--- config.mk ---
export PLATFORM = sky130hd
export DESIGN_NAME = rv32i_id_stage
export DESIGN_NICKNAME = d
export VERILOG_FILES = /design/src/rtl/rv32i_id_stage.sv
export SDC_FILE = /design/constraint.sdc
export NUM_CORES = 2
export LEC_CHECK = 0
export CORE_UTILIZATION = 30
export CTS_CLUSTER_SIZE = 20
export DETAILED_ROUTE_END_ITERATION = 16
export GPL_TIMING_DRIVEN = 0
export PLACE_DENSITY_LB_ADDON = 0.08
export SYNTH_ARGS = -nofsm -noshare
export SYNTH_HDL_FRONTEND = slang
export SYNTH_SLANG_ARGS = --single-unit
--- constraint.sdc ---
create_clock -name clk -period 6.1 [get_ports clk]
set_clock_uncertainty 0.2 [all_clocks]
set_input_delay 1.83 -clock clk [delete_from_list [all_inputs] [get_ports clk]]
set_output_delay 1.83 -clock clk [all_outputs]
set_load 0.05 [all_outputs]
--- src/rtl/rv32i_id_stage.sv ---
// RV32I decode stage: field decode, 32x32 regfile with WB write-through bypass, immediate
// generation, load-use interlock and ID/EX register. Define RV32M_EN to accept OP funct7=0000001.
module rv32i_id_stage #(
  parameter int WIDTH = 32,
  parameter int NREGS = 32
) (
  input  logic             clk,
  input  logic             rst,
  input  logic             i_if_valid,
  output logic             o_if_ready,
  input  logic [31:0]      i_instr,
  input  logic [WIDTH-1:0] i_pc,
  input  logic             i_wb_we,
  input  logic [4:0]       i_wb_rd,
  input  logic [WIDTH-1:0] i_wb_data,
  input  logic             i_ex_ready,
  input  logic             i_flush,
  output logic             o_valid,
  output logic [6:0]       o_opcode,
  output logic [2:0]       o_funct3,
  output logic [6:0]       o_funct7,
  output logic [WIDTH-1:0] o_rs1_data,
  output logic [WIDTH-1:0] o_rs2_data,
  output logic [WIDTH-1:0] o_imm,
  output logic [WIDTH-1:0] o_pc,
  output logic [4:0]       o_rd,
  output logic             o_rd_we,
  output logic             o_is_load,
  output logic             o_illegal
);

  typedef enum logic [6:0] {
    OPC_LUI    = 7'b0110111,
    OPC_AUIPC  = 7'b0010111,
    OPC_JAL    = 7'b1101111,
    OPC_JALR   = 7'b1100111,
    OPC_BRANCH = 7'b1100011,
    OPC_LOAD   = 7'b0000011,
    OPC_STORE  = 7'b0100011,
    OPC_OPIMM  = 7'b0010011,
    OPC_OP     = 7'b0110011
  } opcode_e;

  opcode_e    opc;
  logic [4:0] rd, rs1, rs2;
  logic [2:0] f3;
  logic [6:0] f7;

  assign opc = opcode_e'(i_instr[6:0]);
  assign rd  = i_instr[11:7];
  assign f3  = i_instr[14:12];
  assign rs1 = i_instr[19:15];
  assign rs2 = i_instr[24:20];
  assign f7  = i_instr[31:25];

  // Decode of the instruction presented by IF.
  logic             rs1_used, rs2_used, writes_rd, illegal_d;
  logic [6:0]       f7_d;
  logic [WIDTH-1:0] imm_d;

  // NOTE: every output of this block gets a default first, so no path leaves a latch behind.
  always_comb begin
    rs1_used  = 1'b0;
    rs2_used  = 1'b0;
    writes_rd = 1'b0;
    illegal_d = 1'b0;
    f7_d      = '0;
    imm_d     = '0;
    case (opc)
      OPC_LUI, OPC_AUIPC: begin
        imm_d     = {i_instr[31:12], 12'b0};
        writes_rd = 1'b1;
      end
      OPC_JAL: begin
        imm_d     = {{12{i_instr[31]}}, i_instr[19:12], i_instr[20], i_instr[30:21], 1'b0};
        writes_rd = 1'b1;
      end
      OPC_JALR, OPC_LOAD: begin
        imm_d     = {{20{i_instr[31]}}, i_instr[31:20]};
        rs1_used  = 1'b1;
        writes_rd = 1'b1;
      end
      OPC_BRANCH: begin
        imm_d    = {{20{i_instr[31]}}, i_instr[7], i_instr[30:25], i_instr[11:8], 1'b0};
        rs1_used = 1'b1;
        rs2_used = 1'b1;
      end
      OPC_STORE: begin
        imm_d    = {{20{i_instr[31]}}, i_instr[31:25], i_instr[11:7]};
        rs1_used = 1'b1;
        rs2_used = 1'b1;
      end
      OPC_OPIMM: begin
        imm_d     = {{20{i_instr[31]}}, i_instr[31:20]};
        rs1_used  = 1'b1;
        writes_rd = 1'b1;
        // Shift-immediates carry funct7 in the upper immediate bits.
        if (f3 == 3'b001) begin
          f7_d      = f7;
          illegal_d = (f7 != 7'b0000000);
        end else if (f3 == 3'b101) begin
          f7_d      = f7;
          illegal_d = (f7 != 7'b0000000) && (f7 != 7'b0100000);
        end
      end
      OPC_OP: begin
        rs1_used  = 1'b1;
        rs2_used  = 1'b1;
        writes_rd = 1'b1;
        f7_d      = f7;
        case (f7)
          7'b0000000: illegal_d = 1'b0;
          7'b0100000: illegal_d = (f3 != 3'b000) && (f3 != 3'b101);
`ifdef RV32M_EN
          7'b0000001: illegal_d = 1'b0;
`else
          7'b0000001: illegal_d = 1'b1;
`endif
          default:    illegal_d = 1'b1;
        endcase
      end
      default: illegal_d = 1'b1;
    endcase
  end

  // Register file; x0 is never written and always reads zero.
  logic [WIDTH-1:0] regs [NREGS];

  // NOTE: the array is cleared on reset so x1..x31 read zero afterwards; this keeps it in flops.
  always_ff @(posedge clk) begin
    if (rst) begin
      for (int i = 0; i < NREGS; i++) regs[i] <= '0;
    end else if (i_wb_we && i_wb_rd != 5'd0) begin
      regs[i_wb_rd] <= i_wb_data;
    end
  end

  // A same-cycle WB write is forwarded so the ID/EX copy is never stale.
  logic [WIDTH-1:0] rs1_data_d, rs2_data_d;
  assign rs1_data_d = (rs1 == 5'd0) ? '0 :
                      (i_wb_we && i_wb_rd == rs1) ? i_wb_data : regs[rs1];
  assign rs2_data_d = (rs2 == 5'd0) ? '0 :
                      (i_wb_we && i_wb_rd == rs2) ? i_wb_data : regs[rs2];

  // Handshake: a load in ID/EX cannot forward to the instruction right behind it.
  logic load_use, advance, accept;
  assign load_use   = o_valid && o_is_load && (o_rd != 5'd0) &&
                      ((rs1_used && rs1 == o_rd) || (rs2_used && rs2 == o_rd));
  assign advance    = i_ex_ready || !o_valid;
  assign o_if_ready = !i_flush && !load_use && advance;
  assign accept     = i_if_valid && o_if_ready;

  // NOTE: state registers use non-blocking assignments so every flop samples pre-edge values.
  always_ff @(posedge clk) begin
    if (rst) begin
      o_valid    <= 1'b0;
      o_opcode   <= '0;
      o_funct3   <= '0;
      o_funct7   <= '0;
      o_rs1_data <= '0;
      o_rs2_data <= '0;
      o_imm      <= '0;
      o_pc       <= '0;
      o_rd       <= '0;
      o_rd_we    <= 1'b0;
      o_is_load  <= 1'b0;
      o_illegal  <= 1'b0;
    end else if (i_flush) begin
      o_valid <= 1'b0;
    end else if (advance) begin
      if (accept) begin
        o_valid    <= 1'b1;
        o_opcode   <= i_instr[6:0];
        o_funct3   <= f3;
        o_funct7   <= f7_d;
        o_rs1_data <= rs1_data_d;
        o_rs2_data <= rs2_data_d;
        o_imm      <= imm_d;
        o_pc       <= i_pc;
        o_rd       <= rd;
        o_rd_we    <= writes_rd && !illegal_d && (rd != 5'd0);
        o_is_load  <= (opc == OPC_LOAD);
        o_illegal  <= illegal_d;
      end else begin
        o_valid <= 1'b0;
      end
    end
  end

endmodule

# After elaboration in Yosys (flattened, before gate mapping)
# Memories as Yosys holds them, arrays and structs flattened.
# Cells that the tools add are included.
[word_totals]
mem_count = 1
ramBits = 1024
output_inout_bits = 155
reg_bits = 154
[mem_list]
columns = ["name", "words", "word_bits", "read_ports", "rd_clocked_by_memory_dff", "write_ports", "line", "source"]
rows = [
  ["regs", 32, 32, 2, 0, 32, "127", "logic [WIDTH-1:0] regs [NREGS];"],
]
[classes]
eq_ne = 18
muxes = 24
reduce_logical = 38
n_bitwise = 1
[op_table]
columns = ["op", "n"]
rows = [
  ["two-way mux 32 bit", 5],
  ["case mux 32 bit (5 select lines)", 1],
  ["OR reduction 32 bit", 1],
  ["== test 7 x 6 -> 1 bit, second input constant", 4],
  ["== test 7 bit, second input constant", 3],
  ["== test 5 bit", 4],
  ["logical AND 1 bit", 15],
  ["nonzero test 5 bit", 3],
  ["== test 7 x 5 -> 1 bit, second input constant", 2],
  ["two-way mux 7 bit", 2],
  ["case mux 7 bit (2 select lines)", 1],
  ["OR reduction 7 bit", 2],
  ["two-way mux 1 bit", 12],
  ["logical NOT 5 bit", 2],
  ["== test 7 x 2 -> 1 bit, second input constant", 1],
  ["logical NOT 7 bit", 1],
  ["!= test 7 x 6 -> 1 bit, second input constant", 1],
  ["nonzero test 7 bit", 1],
  ["OR reduction 3 bit", 2],
  ["OR reduction 6 bit", 1],
  ["two-way mux 5 bit", 1],
  ["logical NOT 1 bit", 4],
  ["OR reduction 2 bit", 2],
  ["== test 3 x 1 -> 1 bit, second input constant", 1],
  ["8 further kinds", 9],
]

# Depth between registers and ports, before layout
[depth]
depth_word = 11
ltp_mapped = 10

# Worst setup path before layout
# Ideal clock, no wire load.
[synth_path]
path_kind = "input-to-output"
from = "input port i_instr[24]"
to = "output port o_if_ready"
path_stages = 5
arrival_ns = 3.487
t_required_ns = 4.070
n_path_buf = 1
slack_ns = 0.583
path_cell_list = "buf_2 > xnor2_1 > nand4_1 > o22ai_1 > a21boi_0"
[synth_via]
elab_chain_cells = 7
[synth_lines]
columns = ["element", "line", "source"]
rows = [
  ["start: declaration", "11", "input logic [31:0] i_instr,"],
  ["== test 5 bit", "148", "((rs1_used && rs1 == o_rd) || (rs2_used && rs2 == o_rd));"],
  ["logical AND 1 bit", "148", ""],
  ["logical OR 1 bit", "148", ""],
  ["logical AND 1 bit", "147", "assign load_use = o_valid && o_is_load && (o_rd != 5'd0) &&"],
  ["logical NOT 1 bit", "150", "assign o_if_ready = !i_flush && !load_use && advance;"],
  ["logical AND 1 bit (2 in series)", "150", ""],
  ["end: declaration", "10", "output logic o_if_ready,"],
]
# Every way passes these cells.

# Worst setup path after layout
[layout_path]
from = "input port i_instr[2]"
to = "output port o_if_ready"
[layout_via]
elab_chain_cells = 9
elab_cells_between_ends = 17
classes_between = "eq/ne (6); mux (2); reduce/logical (9)"
[layout_lines]
columns = ["element", "line", "source"]
rows = [
  ["== test 7 x 2 -> 1 bit, or another cell as far along", "69", "case (opc)"],
  ["OR reduction 6 bit (no source line) / OR reduction 3 bit (equally long branches)", "n/a", ""],
  ["two-way mux 1 bit", "69", ""],
  ["logical AND 1 bit", "148", ""],
  ["logical OR 1 bit *", "148", ""],
  ["logical AND 1 bit *", "147", ""],
  ["logical NOT 1 bit *", "150", ""],
  ["logical AND 1 bit * (2 in series)", "150", ""],
]
# Every way passes the cells marked *; elsewhere a longest branch is shown, timed or not.

==> out/results.tsv <==
stage	metric	value	unit
critical_path	required	4.07	ns
cts	hold_buffers	0	
die	fp.dieArea	203000	um^2
job	max_cap_violations	0	
place	dp.cells	7123	
global_route	grt_overflow	0	
synthesis	synth_top_family_by_area	multiplexers	
synthesis	ys_ff_latch	1178	
critical_path	crit_arrival	3.95	ns
die	core	200000	um^2
timing	finalSetupTns	0	ns
timing	worst_slack	0.117	ns
pwr	p_leak	23.2	nW
cells_and_area	layout.nets	4723	
synthesis	synth-simple-area-share	13.8	%
die	initial_core_util	30.2	%
timing	setup_viol	0	
timing	rsz0062_at_grt	false	
cells_and_area	final_cells	7402	
cts	cts.htree.levels	4	
synthesis	syn_area_per_cell	14.4	um^2
synthesis	synth_compound_area_share	7.20	%
cts	tritoncts	built	
die	rows	164	
critical_path	crit_path_end_kind	output port	
cts	cts_root_buf	clkbuf_16	
cts	cts_buffer_depth	3	
die	die_x	450	um
pwr	power.density	296	nW/um^2
cts	clkTransAtPathRegs	0.05	ns
timing	relSlewSlack	1.36	%
die	io_pins	262	
timing	tightestPinTransition	1.48	ns
synthesis	yosys.area_share.adder	0	%
pwr	power	0.0210	W
cts	cts_setup_buffers	0	
synthesis	synth_xor_area_share	0.291	%
drt	drc_errors	0	
cells_and_area	final_layout_size_suffix_gt1_share	20.3	%
cts	cts_sinks	1178	
pwr	ir_worst_vdd	0.000219	V
synthesis	muxShareOfSynthArea	19.2	%
place	pre_cts_slack	-0.522	ns
synthesis	async_flop_share	0	%
critical_path	path_class	in2out	
timing	period_minus_slack	5.98	ns
synthesis	synth_flop_cell	edfxtp_1	
cells_and_area	area.growth.synth_to_final	17.9	%
timing	max_clock_freq	0.167	GHz
drt	avgViaCountPerCell	5.34	
timing	hold_viol	0	
global_route	grt_max_degree	33	
timing	finalCritPeriodShare	98.1	%
place	place.gp.congestion	0.886	
cells_and_area	final_common_cell	edfxtp_1	
place	hpwlAfterDp	192000	um
drt	ant_nets	0	
drt	drt-total-wl	257000	um
cts	cts_buffers	147	
critical_path	crit_path_max_fanout	8	
place	io_buffers	252	
cts	clock_latency	0.82	ns
die	die_y	450	um
drt	drt_pre_antenna_iters	6	
timing	drv_slew	0	
synthesis	yosysWarnings	0	
global_route	grt_pass1_vias	40522	
global_route	grt_use_total	25.1	%
timing	hold_ws	0.250	ns
critical_path	cp-start-kind	input pin	
hold_path	worstHoldPathType	reg2reg	
global_route	grt_antenna_before_repair	4	
drt	num_vias	39553	
global_route	grt_pass1_wl	346000	um
synthesis	synth_cell_types	59	
outcome	outcome	complete, no violations	
cells_and_area	fill_cells	19444	
synthesis	syn-cell-area	60200	um^2
synthesis	synth_edf_count	1024	
drt	wire_per_inst	34.7	um
drt	drt-initial-drc-count	3615	
cells_and_area	final_cell_mix	edfxtp_1 (1,024), and2_1 (995), mux4_2 (510), clkbuf_1 (336), a22oi_1 (252)	
synthesis	synth-seq-area-share	56.2	%
synthesis	syn_inst	4179	
-- path summary, 6_finish.rpt --
path	from	to	slack, ns	cells after the start
worst max-delay path	i_instr[2]	o_if_ready	0.12	6
worst min-delay path	o_opcode[2]$_SDFFE_PP0P_	o_opcode[2]$_SDFFE_PP0P_	0.25	2
worst max register to register	o_rd[0]$_SDFFE_PP0P_	o_rs1_data[23]$_SDFFE_PP0P_	2.73	7
worst min register to register	o_opcode[2]$_SDFFE_PP0P_	o_opcode[2]$_SDFFE_PP0P_	0.25	2
-- critical path, stage by stage --
cell and delay, ns:
clkdlybuf4s50_1 0.69, nor2_2 0.41, nand4_1 0.13, o22ai_1 0.28
a21boi_0 0.21, clkdlybuf4s15_2 0.39
-- cell type report --
cell class / instances / area, um^2 / share of cell area [%]
buffer: 449 / 2010 / 2.84
tap: 2656 / 3320 / 4.68
clock buffer: 195 / 4090 / 5.75
timing repair buffer: 257 / 2610 / 3.67
antenna: 7 / 17.5 / 0.0247
clock inverter: 77 / 624 / 0.879
multi-input combinational: 2578 / 24500 / 34.5
inverter: 5 / 18.8 / 0.0264
sequential: 1178 / 33800 / 47.6
-- logic make-up (layout without fill, tap and decap cells) --
| family | count (synthesis) | in the layout |
|---|---|---|
| AO/OA/AOI/OAI | 567 | 567 |
| XOR/XNOR | 20 | 20 |
| buffers and inverters | 454 | 983 |
| flip-flops | 1178 | 1178 |
| multiplexers | 517 | 517 |
| other | 1 | 39 |
| AND/OR/NAND/NOR | 1442 | 1442 |
-- synth_stat cells, types with 2 or more instances --
master	count	share of area [%]
a2111oi_1	5	0.083
a2111oi_2	50	1.2
a2111oi_4	8	0.37
a211oi_1	9	0.11
a21boi_0	2	0.025
a21oi_1	197	1.6
a221oi_1	5	0.073
a22oi_1	252	3.1
a311oi_1	13	0.19
and2_1	995	10
and3_1	2	0.021
and3b_1	2	0.029
buf_1	21	0.13
buf_2	79	0.66
buf_4	21	0.26
buf_6	19	0.36
clkbuf_1	305	1.9
clkbuf_2	3	0.025
dfxtp_1	154	5.1
edfxtp_1	1024	51
inv_1	5	0.031
mux2_2	4	0.075
mux2i_1	3	0.050
mux4_2	510	19
nand2_1	144	0.90
nand2b_1	4	0.042
nand3_1	21	0.17
nand3b_1	2	0.025
nand4_1	4	0.042
nor2_1	129	0.80
nor2b_1	9	0.093
nor3_1	75	0.62
nor3_2	8	0.13
nor3b_1	3	0.037
nor4_1	3	0.031
o2111ai_1	2	0.029
o211ai_2	2	0.042
o21ai_0	7	0.058
o22ai_1	5	0.052
or2_2	33	0.34
or4_1	3	0.037
xnor2_1	20	0.29
-- routing by layer --
layer | GRT usage (%) | part of all wire (%) | up-vias
li1 | - | - | 16935
met1 | 31.8 | 41 | 20749
met2 | 42.4 | 49 | 1456
met3 | 3.30 | 4.6 | 413
met4 | 11.8 | 5.2 | 0
met5 | 0 | 0 | -
-- flip-flops by register name, indices dropped and copies added (netlist names) --
name	count
o_funct3	3
o_funct7	7
o_illegal	1
o_imm	32
o_is_load	1
o_opcode	7
o_pc	32
o_rd	5
o_rd_we	1
o_rs1_data	32
o_rs2_data	32
o_valid	1
regs	1024
-- per-stage QoR --
| step | utilization [%] | area, um^2 |
|---|---|---|
| 6_report | 35.6 | 71000 |
| 5_1_grt | 35.6 | 71000 |
| 4_1_cts | 35.6 | 71000 |
| 3_5_place_dp | 33.2 | 66300 |
| 3_3_place_gp | 33.1 | 66200 |
| 2_1_floorplan | - | 60300 |
-- power by group --
group	switching, W	leakage, nW	internal (W)
logic	0.00176	9.92	0.000988
clock network	0.00373	2.30	0.00505
registers	0.000253	11.0	0.00920
total	0.00575	23.2	0.0152
-- timing repair --
action,CTS,global route
endpoints found under the setup margin,1,0
resized for setup,8,0
hold endpoints to repair,0,0
Power figures use the tool's default switching activity.
